`src/rtl/mux16_arbiter.sv`:
```
// Round-robin arbiter for the shared 16:1 mux datapath.
// Registered one-hot grant and binary select, with hold-time pre-emption.
module mux16_arbiter #(
  parameter int MAX_HOLD = 8
) (
  input  logic        clk,
  input  logic        reset,
  input  logic [15:0] req,
  output logic [15:0] grant,
  output logic [3:0]  sel,
  output logic        gnt_valid,
  output logic        gnt_new
);

  localparam logic [0:0] IDLE = 1'b0;
  localparam logic [0:0] BUSY = 1'b1;
  localparam logic [7:0] HMAX = 8'(MAX_HOLD);

  logic [0:0]  state;
  logic [3:0]  ptr;
  logic [7:0]  hold_cnt;

  logic        own_req;
  logic        at_max;
  logic [15:0] others;
  logic [15:0] cand;
  logic [3:0]  win;
  logic        found;
  logic        idle_st;
  logic        busy_rel;
  logic        busy_hold;
  logic        issue;
  logic        drop;

  always_comb begin
    own_req   = req[sel];
    at_max    = (hold_cnt >= HMAX);
    others    = req & ~grant;
    idle_st   = (state == IDLE);
    busy_rel  = (state == BUSY) && !own_req;
    busy_hold = (state == BUSY) && own_req;
    // A holder being pre-empted must not win its own re-arbitration
    cand      = busy_hold ? others : req;
  end

  always_comb begin
    win   = '0;
    found = 1'b0;
    for (int i = 0; i < 16; i++) begin
      automatic logic [3:0] idx = ptr + 4'(i);
      if (!found && cand[idx]) begin
        win   = idx;
        found = 1'b1;
      end
    end
  end

  always_comb begin
    issue = 1'b0;
    drop  = 1'b0;
    unique case (1'b1)
      idle_st: issue = |req;
      busy_rel: begin
        issue = |req;
        drop  = ~|req;
      end
      busy_hold: issue = at_max && |others;
      default: begin
        issue = 1'b0;
        drop  = 1'b0;
      end
    endcase
  end

  always_ff @(posedge clk) begin
    if (reset) begin
      state     <= IDLE;
      ptr       <= '0;
      hold_cnt  <= '0;
      grant     <= '0;
      sel       <= '0;
      gnt_valid <= 1'b0;
      gnt_new   <= 1'b0;
    end else begin
      gnt_new <= issue;
      if (issue) begin
        state     <= BUSY;
        grant     <= 16'(1) << win;
        sel       <= win;
        gnt_valid <= 1'b1;
        hold_cnt  <= 8'd1;
        ptr       <= win + 4'd1;
      end else if (drop) begin
        state     <= IDLE;
        grant     <= '0;
        gnt_valid <= 1'b0;
      end else if (busy_hold && !at_max) begin
        hold_cnt  <= hold_cnt + 8'd1;
      end
    end
  end

endmodule

```
`config.mk`:
```
export PLATFORM = sky130hd
export DESIGN_NAME = mux16_arbiter
export DESIGN_NICKNAME = d
export VERILOG_FILES = /design/src/rtl/mux16_arbiter.sv
export SDC_FILE = /design/constraint.sdc
export NUM_CORES = 1
export LEC_CHECK = 0
export CAP_MARGIN = 20
export CORE_MARGIN = 2
export CORE_UTILIZATION = 57
export CTS_BUF_LIST = sky130_fd_sc_hd__clkbuf_16
export DETAILED_ROUTE_END_ITERATION = 10
export DONT_BUFFER_PORTS = 1
export PLACE_DENSITY = 0.72
export SLEW_MARGIN = 10
export SYNTH_ARGS = -nofsm -noshare
export SYNTH_HDL_FRONTEND = slang
export SYNTH_SLANG_ARGS = --single-unit
```
`constraint.sdc`:
```
create_clock -name clk -period 16.1 [get_ports clk]
set_input_delay 4.025 -clock clk [delete_from_list [all_inputs] [get_ports clk]]
set_output_delay 4.025 -clock clk [all_outputs]
set_load 0.01 [all_outputs]
```
==> flow_summary.ini <==
[route]
via_per_inst = 7.527
drtAntennaViolNets = 0
num_vias = 5284
drt-wirelength-per-cell_um = 23.75
drtIter0Drc = 598
finalWirelength_um = 16680
firstDrtPassIters = 7
drc = 0

[synth]
yosys.area_share.adder_pct = 3.692
yosysUniqueCellTypes = 86
synth_mux_area_share_pct = 16.06
yosys_register_bits = 34
synth_compound_area_share_pct = 26.79
yosys.area_share.simple_pct = 29.11
synth_warnings = 0
synth_top_family_by_area = simple AND/OR/NAND/NOR gates
avgSynthCellArea_um2 = 7.628
synth-main-ff-cell = dfxtp_1
synth_edf_count = 0
syn_area_mm2 = 0.004745
syn-num-nets = 654
ys_seq_area_share_pct = 14.35
async_flop_share_pct = 0
synth_xor_area_share_pct = 2.954
syn-instance-count = 622

[global_routing]
grt_max_degree = 34
grt_pass1_wl_um = 25910
grt_pass1_vias = 4741
grt-ovfl-total = 0
antenna_found_initial = 0
grtUsageTotal_pct = 37.60

[place]
gp_congestion = 1.101
port_buffers = 0
dp_hpwl_um = 12270
place_ws_ps = 6885
dpl.cell_count = 693
dpl_cell_area_mm2 = 0.004707

[timing]
hold_violations = 0
fin_crit_ps = 9138
whs_ps = 445.2
final.period_utilization_pct = 56.76
slew-limit-headroom_pct = 29.27
skew_ps = 7.139
setup_viol = 0
tightest_slew_ps = 1034
fmax_ghz = 0.1094
setup_ws_ps = 6962
slew_viol_final = 0
rsz0062_at_grt = false
fin_tns_setup_ps = 0

[pwr]
power_per_cell_area_mw_per_mm2 = 241.8
ir_worst_vdd_mv = 0.1409
finalPower_mw = 1.173
p_leak_nw = 1.735

[critical_path]
endpoint_kind = flip-flop
crit_type = in2reg
rr_worst_depth = 21
worst_ep_required_time_ps = 16260
cp_max_fo = 19
reg2reg_to = grant[15]
reg2reg_setup_slack_ps = 9740
crit_arrival_ps = 9300
start_kind = input pin
r2r_start = ptr[0]

[layout]
area_growth_pct = 2.268
antenna_cells = 0
postLayoutCoreUtil_pct = 59.65
drive_gt1_share_pct = 10.72
instances_no_fill = 702
layout_commonest_cell = nor2_1
final_area_mm2 = 0.004852
fin_nets = 628
final_cell_mix = nor2_1, nand2_1, nand4_1
nFillCells = 745

[outcome]
status = completed

[clocking]
cts_setup_buffers = 0
htree_levels = 2
cts_buffer_depth = 2
tritoncts = done
clock_sinks = 34
path_clk_slew_ps = 50
cts-hold-fix-buffers = 0
clk_latency_ps = 280
root_buffer = clkbuf_16
cts_resized = 0
numCtsBuffers = 5

[hold_path]
whs_endpoint = hold_cnt[5]
min_from = hold_cnt[5]
min_path_type = reg2reg
hold_depth = 1

[job]
max_cap_viol_count = 0

[floorplanning]
initial_core_util_pct = 58.33
ioPinCount = 40
die_h_um = 95.24
coreArea_mm2 = 0.008134
dieArea_mm2 = 0.009070
fp-row-count = 33
die_w_um = 95.24
[layer usage]
metal  part of all wire, %  wire length [µm]  track usage [%]
met5                     0                 0                0
met4                   4.2               699            14.37
met3                    12              1918            7.905
met2                    45              7525            59.39
met1                    39              6533            50.32
[power by group]
part | internal, mW | switching (mW)
Sequential | 0.100 | 0.0345
Clock | 0.0557 | 0.0328
Combinational | 0.337 | 0.613
[synthesized netlist by cell type, drive strengths merged, types with 11 or more instances]
| library cell | n | area share [%] |
|---|---|---|
| a21oi | 24 | 2.8 |
| and2 | 11 | 1.5 |
| buf | 20 | 2.9 |
| clkbuf | 20 | 1.6 |
| dfxtp | 34 | 14 |
| ha | 14 | 3.7 |
| inv | 31 | 2.5 |
| mux2 | 13 | 3.1 |
| mux2i | 21 | 4.4 |
| mux4 | 18 | 8.5 |
| nand2 | 51 | 4.1 |
| nand3 | 32 | 3.4 |
| nand4 | 37 | 4.9 |
| nor2 | 66 | 5.2 |
| nor3 | 14 | 1.5 |
| nor4 | 11 | 1.5 |
| o21ai | 31 | 3.3 |
| o31a | 11 | 2.0 |
| xnor2 | 11 | 2.0 |
[worst max path at each step]
| stage | start | to | slack (ps) | cells past startpoint |
|---|---|---|---|---|
| floorplan | req[9] | ptr[2] | 7720 | 21 |
| finish | req[5] | grant[15] | 6960 | 17 |
| global route | req[2] | grant[15] | 6830 | 17 |
| global placement | req[5] | ptr[2] | 7030 | 17 |
| detailed placement | req[5] | grant[15] | 6890 | 17 |
| CTS | req[5] | grant[15] | 7150 | 17 |
[critical path, stage by stage]
cell and delay [ps]:
mux4_2 210, nand2b_1 590, and3_1 310, o21ai_0 130
a22oi_1 510, o311ai_0 390, or2_2 420, or4b_1 690
nor3_1 460, nand2b_1 200, mux2_2 330, a31oi_4 270
inv_2 90, ha_1 220, ha_1 200, a32oi_1 190
nor2_1 70
[sequential cells by signal, summed over array words and instances, names as in the netlist]
register,count
hold_cnt,8
sel,4
gnt_new,1
ptr,4
grant,16
state,1
[cell families (layout without fill, tap and decap cells)]
| family | Yosys count | after routing |
|---|---|---|
| AO/OA/AOI/OAI | 167 | 167 |
| XOR/XNOR | 16 | 16 |
| adder cells (fa/ha/maj) | 14 | 14 |
| buffers and inverters | 72 | 47 |
| flip-flops | 34 | 34 |
| multiplexers | 52 | 52 |
| AND/OR/NAND/NOR | 267 | 267 |
[layout make-up]
cell class                 count  area (µm²)  area share [%]
clock inverter                 3       12.51          0.2579
multi-input combinational    516        3730           76.87
tap                          105       131.4           2.708
inverter                      32       120.1           2.476
clock buffer                   5       125.1           2.579
timing repair buffer           7       52.55           1.083
sequential                    34       680.7           14.03
Power figures use the tool's default switching activity.
==> patch 1 (same settings) <==
Reset style: asynchronous (`reset`), changed in one clocked block.
--- a/src/rtl/mux16_arbiter.sv
+++ b/src/rtl/mux16_arbiter.sv
@@ -73,5 +73,5 @@
   end
 
-  always_ff @(posedge clk) begin
+  always_ff @(posedge clk or posedge reset) begin
     if (reset) begin
       state     <= IDLE;
Check against the original RTL: differs if reset is asserted again (counterexample within 4 cycles, from zero or initial values and one cycle with reset high); with reset held inactive, the same outputs for 4 cycles.
==> patch 1 against the original RTL <==
Area after synthesis grew 0.26%; count of clock-buffer cells in the layout is the same; setup slack gained 0.41 ns; critical path type unchanged; global-route usage grew 0.32 points; design area grew 1.6%; first-iteration DRC count grew 3.2%; sequential cell count is the same; routed wire length shrank 1.6%; fmax grew 4.7%; clock skew shrank 0.00076 ns; sequential share of layout area grew 3.3 points; critical path depth shrank 3.
Power is left out: the tool's default activity adds up to more than one toggle a clock period on the data nets, which glitch-free logic cannot reach.
==> patch 1: results (changes against the original RTL) <==
* Buffers outside the clock class at 6 (was 7)
* Post-synthesis share of cell area spent on xor and xnor gates at 0.03130 (was 0.02954)
* Length of routed met3 wiring at 1877 um (was 1918 um)
* Routability cong. at 1.033 (was 1.101)
* Ratio of routed vias to standard cells at 7.663 (was 7.527)
* Net count after synthesis at 595 (was 654)
* Synth top area cells: dfrtp_1 (18%), mux4_2 (14%), nand2_1 (3.8%) (was dfxtp_1 (14%), mux4_2 (8.5%), nor2_1 (5.2%))
* Detailed placement HPWL at 12260 um (was 12270 um)
* Tot GR Track Use at 0.3792 (was 0.3760)
* Detailed router's first-iteration violation count at 617 (was 598)
* Max Fanout on Critical Path at 11 (was 19)
* Minimum setup slack among reg-to-reg paths at 9.38 ns (was 9.74 ns)
* Worst setup path startpoint: req[13] (was req[5])
* Met2 Resource Use GR at 0.5915 (was 0.5939)
* Via count of the first global-routing pass at 4738 (was 4741)
* Endpoint of the worst register-to-register path: ptr[2]$_DFFE_PP0P_ (was grant[15]$_SDFFE_PP0P_)
* Share of synthesized cell area in full adder, half adder and majority cells at 0.03682 (was 0.03692)
* Outcome: complete, no violations (unchanged)
* # placed instances at 642 (was 693)
* Register area share after synthesis at 0.1789 (was 0.1435)
* Area added between synthesis and finish at 3.603% (was 2.268%)
* Post-synth cell types at 80 (was 86)
* Multi-Input Combinational at 471 (was 516)
* # nets final at 576 (was 628)
* Wire length of the first global-routing pass at 26100 um (was 25910 um)
* Vias at 4973 (was 5284)
* Post-synthesis async set-or-reset flop share at 1.000 (was 0)
* Compound-gate portion of the synthesized area at 0.2877 (was 0.2679)
* Largest net degree at the start of global routing at 45 (was 34)
* Post-synthesis mux area share at 0.1825 (was 0.1606)
* WL met2 at 7493 um (was 7525 um)
* Arrival time at the worst endpoint at 8.87 ns (was 9.30 ns)
* Fillers at 717 (was 745)
* Flip-flop and latch area at 852.1 sq um (was 680.7 sq um)
* Top FF cell, synth: dfrtp_1 (was dfxtp_1)
* Start point of the worst min-delay path: hold_cnt[5]$_DFFE_PP0P_ (was hold_cnt[5]$_SDFFE_PP0P_)
* Worst Hold Endpoint: hold_cnt[5]$_DFFE_PP0P_ (was hold_cnt[5]$_SDFFE_PP0P_)
* Sum of routed wire segments on met1 at 6454 um (was 6533 um)
* Global routing usage on met3 at 0.08775 (was 0.07905)
* Syn Inst Count at 563 (was 622)
* Most common cell in the netlist: nand2_1 (was nor2_1)
* Final clock skew at 0.006381 ns (was 0.007139 ns)
* Final hold slack at 0.4967 ns (was 0.4452 ns)
patch 1: changes by cell type in the layout (fill, tap and decap cells not counted), sizes merged, moves of 7 or more:
cell	before	now
a32o	1	16
dfrtp	0	34
dfxtp	34	0
inv	32	24
mux2	13	4
mux4	18	29
nand3	32	20
nand4	37	10
nor2	66	42
o31a	11	1
o31ai	3	10
patch 1: worst max-delay path, stage by stage:
cell	delay (ns)
mux2i_1	0.07
a22oi_1	0.51
nand3_1	0.51
a31oi_1	0.59
o22ai_1	0.21
a221oi_2	0.69
nand4_1	0.36
nor3_1	0.47
a221oi_1	0.18
a32oi_1	0.55
ha_1	0.33
ha_1	0.24
nand2_1	0.05
o21ai_0	0.08
patch 1: stage by stage:
stage,area [sq um],worst slack [ns]
after floorplan,4757,8.461
after global placement,4770,7.272
after detailed placement,4770,7.177
after CTS,4928,7.448
after global routing,4928,7.014
final,4928,7.373
==> patch 2 (config.mk and constraints unchanged) <==
Made on the original files. `MAX_HOLD`: 8 -> 4.
--- a/src/rtl/mux16_arbiter.sv
+++ b/src/rtl/mux16_arbiter.sv
@@ -2,5 +2,5 @@
 // Registered one-hot grant and binary select, with hold-time pre-emption.
 module mux16_arbiter #(
-  parameter int MAX_HOLD = 8
+  parameter int MAX_HOLD = 4
 ) (
   input  logic        clk,
Formal check against the unedited RTL: not equivalent (a bounded check fails within 10 cycles, from zero or initial values and one cycle with reset high).
==> patch 2 against the original RTL <==
Routed wire length fell by 6.5%; area after synthesis fell by 0.29%; sequential cell count did not move; total power rose by 4.2%; design area fell by 0.85%; core utilization fell by 0.51 points; highest routed layer unchanged; sequential share of layout area rose by 0.12 points; setup slack improved by 0.40 ns; synthesized cell count fell by 6.6%.
==> patch 2: results (changes against the original RTL) <==
* Net count after synthesis at 613 (was 654)
* Largest net degree at the start of global routing at 39 (was 34)
* Fraction of final layout cells with drive strength greater than 1 at 0.1652 (was 0.1072)
* Slowest cell on the critical path: a32oi_1 (was or4b_1)
* Ratio of routed vias to standard cells at 7.385 (was 7.527)
* Share of synthesized cell area in full adder, half adder and majority cells at 0.03703 (was 0.03692)
* Worst slack, placed at 7.231 ns (was 6.885 ns)
* Clock network share of area at 0.03381 (was 0.02837)
* Wire length of the first global-routing pass at 23980 um (was 25910 um)
* Worst setup path startpoint: req[15] (was req[5])
* Arrival time at the worst endpoint at 8.91 ns (was 9.30 ns)
* Vias at 4933 (was 5284)
* Compound-gate portion of the synthesized area at 0.3089 (was 0.2679)
* Max Fanout on Critical Path at 13 (was 19)
* First-pass DRT Iterations at 5 (was 7)
* Multi-Input Combinational at 479 (was 516)
* Top cell types by occurrence after synthesis: nor2_1 (54), nand2_1 (42), dfxtp_1 (34) (was nor2_1 (66), nand2_1 (50), nand4_1 (37))
* Tot GR Track Use at 0.3447 (was 0.3760)
* Average detailed-routed wire length per instance at 23.34 um (was 23.75 um)
* Minimum setup slack among reg-to-reg paths at 10.28 ns (was 9.74 ns)
* Fillers at 740 (was 745)
* Fraction of standard cell area in multi-input logic at 0.7579 (was 0.7687)
* # nets final at 594 (was 628)
* Detailed placement HPWL at 11730 um (was 12270 um)
* Synth top area cells: dfxtp_1 (14%), mux4_2 (6.7%), mux2i_1 (5.1%) (was dfxtp_1 (14%), mux4_2 (8.5%), nor2_1 (5.2%))
* Global routing usage on met3 at 0.08379 (was 0.07905)
* Detailed router's first-iteration violation count at 501 (was 598)
* Relative slew margins at 0.2830 (was 0.2927)
* Outcome: complete, no violations (unchanged)
* FFs & Latches at 34 (unchanged)
* Post-synth cell types at 96 (was 86)
* Period minus WS final at 8.740 ns (was 9.138 ns)
* Post-Layout Inst Area at 4811 sq um (was 4852 sq um)
* Static Leakage at 1.716 nW (was 1.735 nW)
* Routability cong. at 1.052 (was 1.101)
* Overall die area at 9044 sq um (was 9070 sq um)
* # placed instances at 659 (was 693)
* Non-clock buffers, area share at 0.01248 (was 0.01083)
* Clock distribution power at 0.000105 W (was 0.0000885 W)
* Design internal power at 0.0005289 W (was 0.0004929 W)
* Register area share after synthesis at 0.1439 (was 0.1435)
* Area post-placement at 4641 sq um (was 4707 sq um)
* Slowest Stage Delay on Critical Path at 0.78 ns (was 0.69 ns)
* Sequential share of power at 0.112 (was 0.115)
* Kind of cell adding the most delay to the critical path: compound AO/OA/AOI/OAI gates (was simple AND/OR/NAND/NOR gates)
-- patch 2: worst min-delay path by stage --
| stage | from | slack, ns | end |
|---|---|---|---|
| after CTS | hold_cnt[4]$_SDFFE_PP0P_ | 0.47 | hold_cnt[4]$_SDFFE_PP0P_ |
| after global routing | hold_cnt[4]$_SDFFE_PP0P_ | 0.49 | hold_cnt[4]$_SDFFE_PP0P_ |
| after floorplan | hold_cnt[3]$_SDFFE_PP0P_ | 0.43 | hold_cnt[3]$_SDFFE_PP0P_ |
| final | hold_cnt[7]$_SDFFE_PP0P_ | 0.47 | hold_cnt[7]$_SDFFE_PP0P_ |
| after detailed placement | hold_cnt[7]$_SDFFE_PP0P_ | 0.45 | hold_cnt[7]$_SDFFE_PP0P_ |
| after global placement | hold_cnt[4]$_SDFFE_PP0P_ | 0.44 | hold_cnt[4]$_SDFFE_PP0P_ |
-- patch 2: routing by layer --
layer  share of wire  routed length, um
met1            0.40               6264
met2            0.47               7358
met3            0.10               1585
met4           0.025                385
met5               0                  0
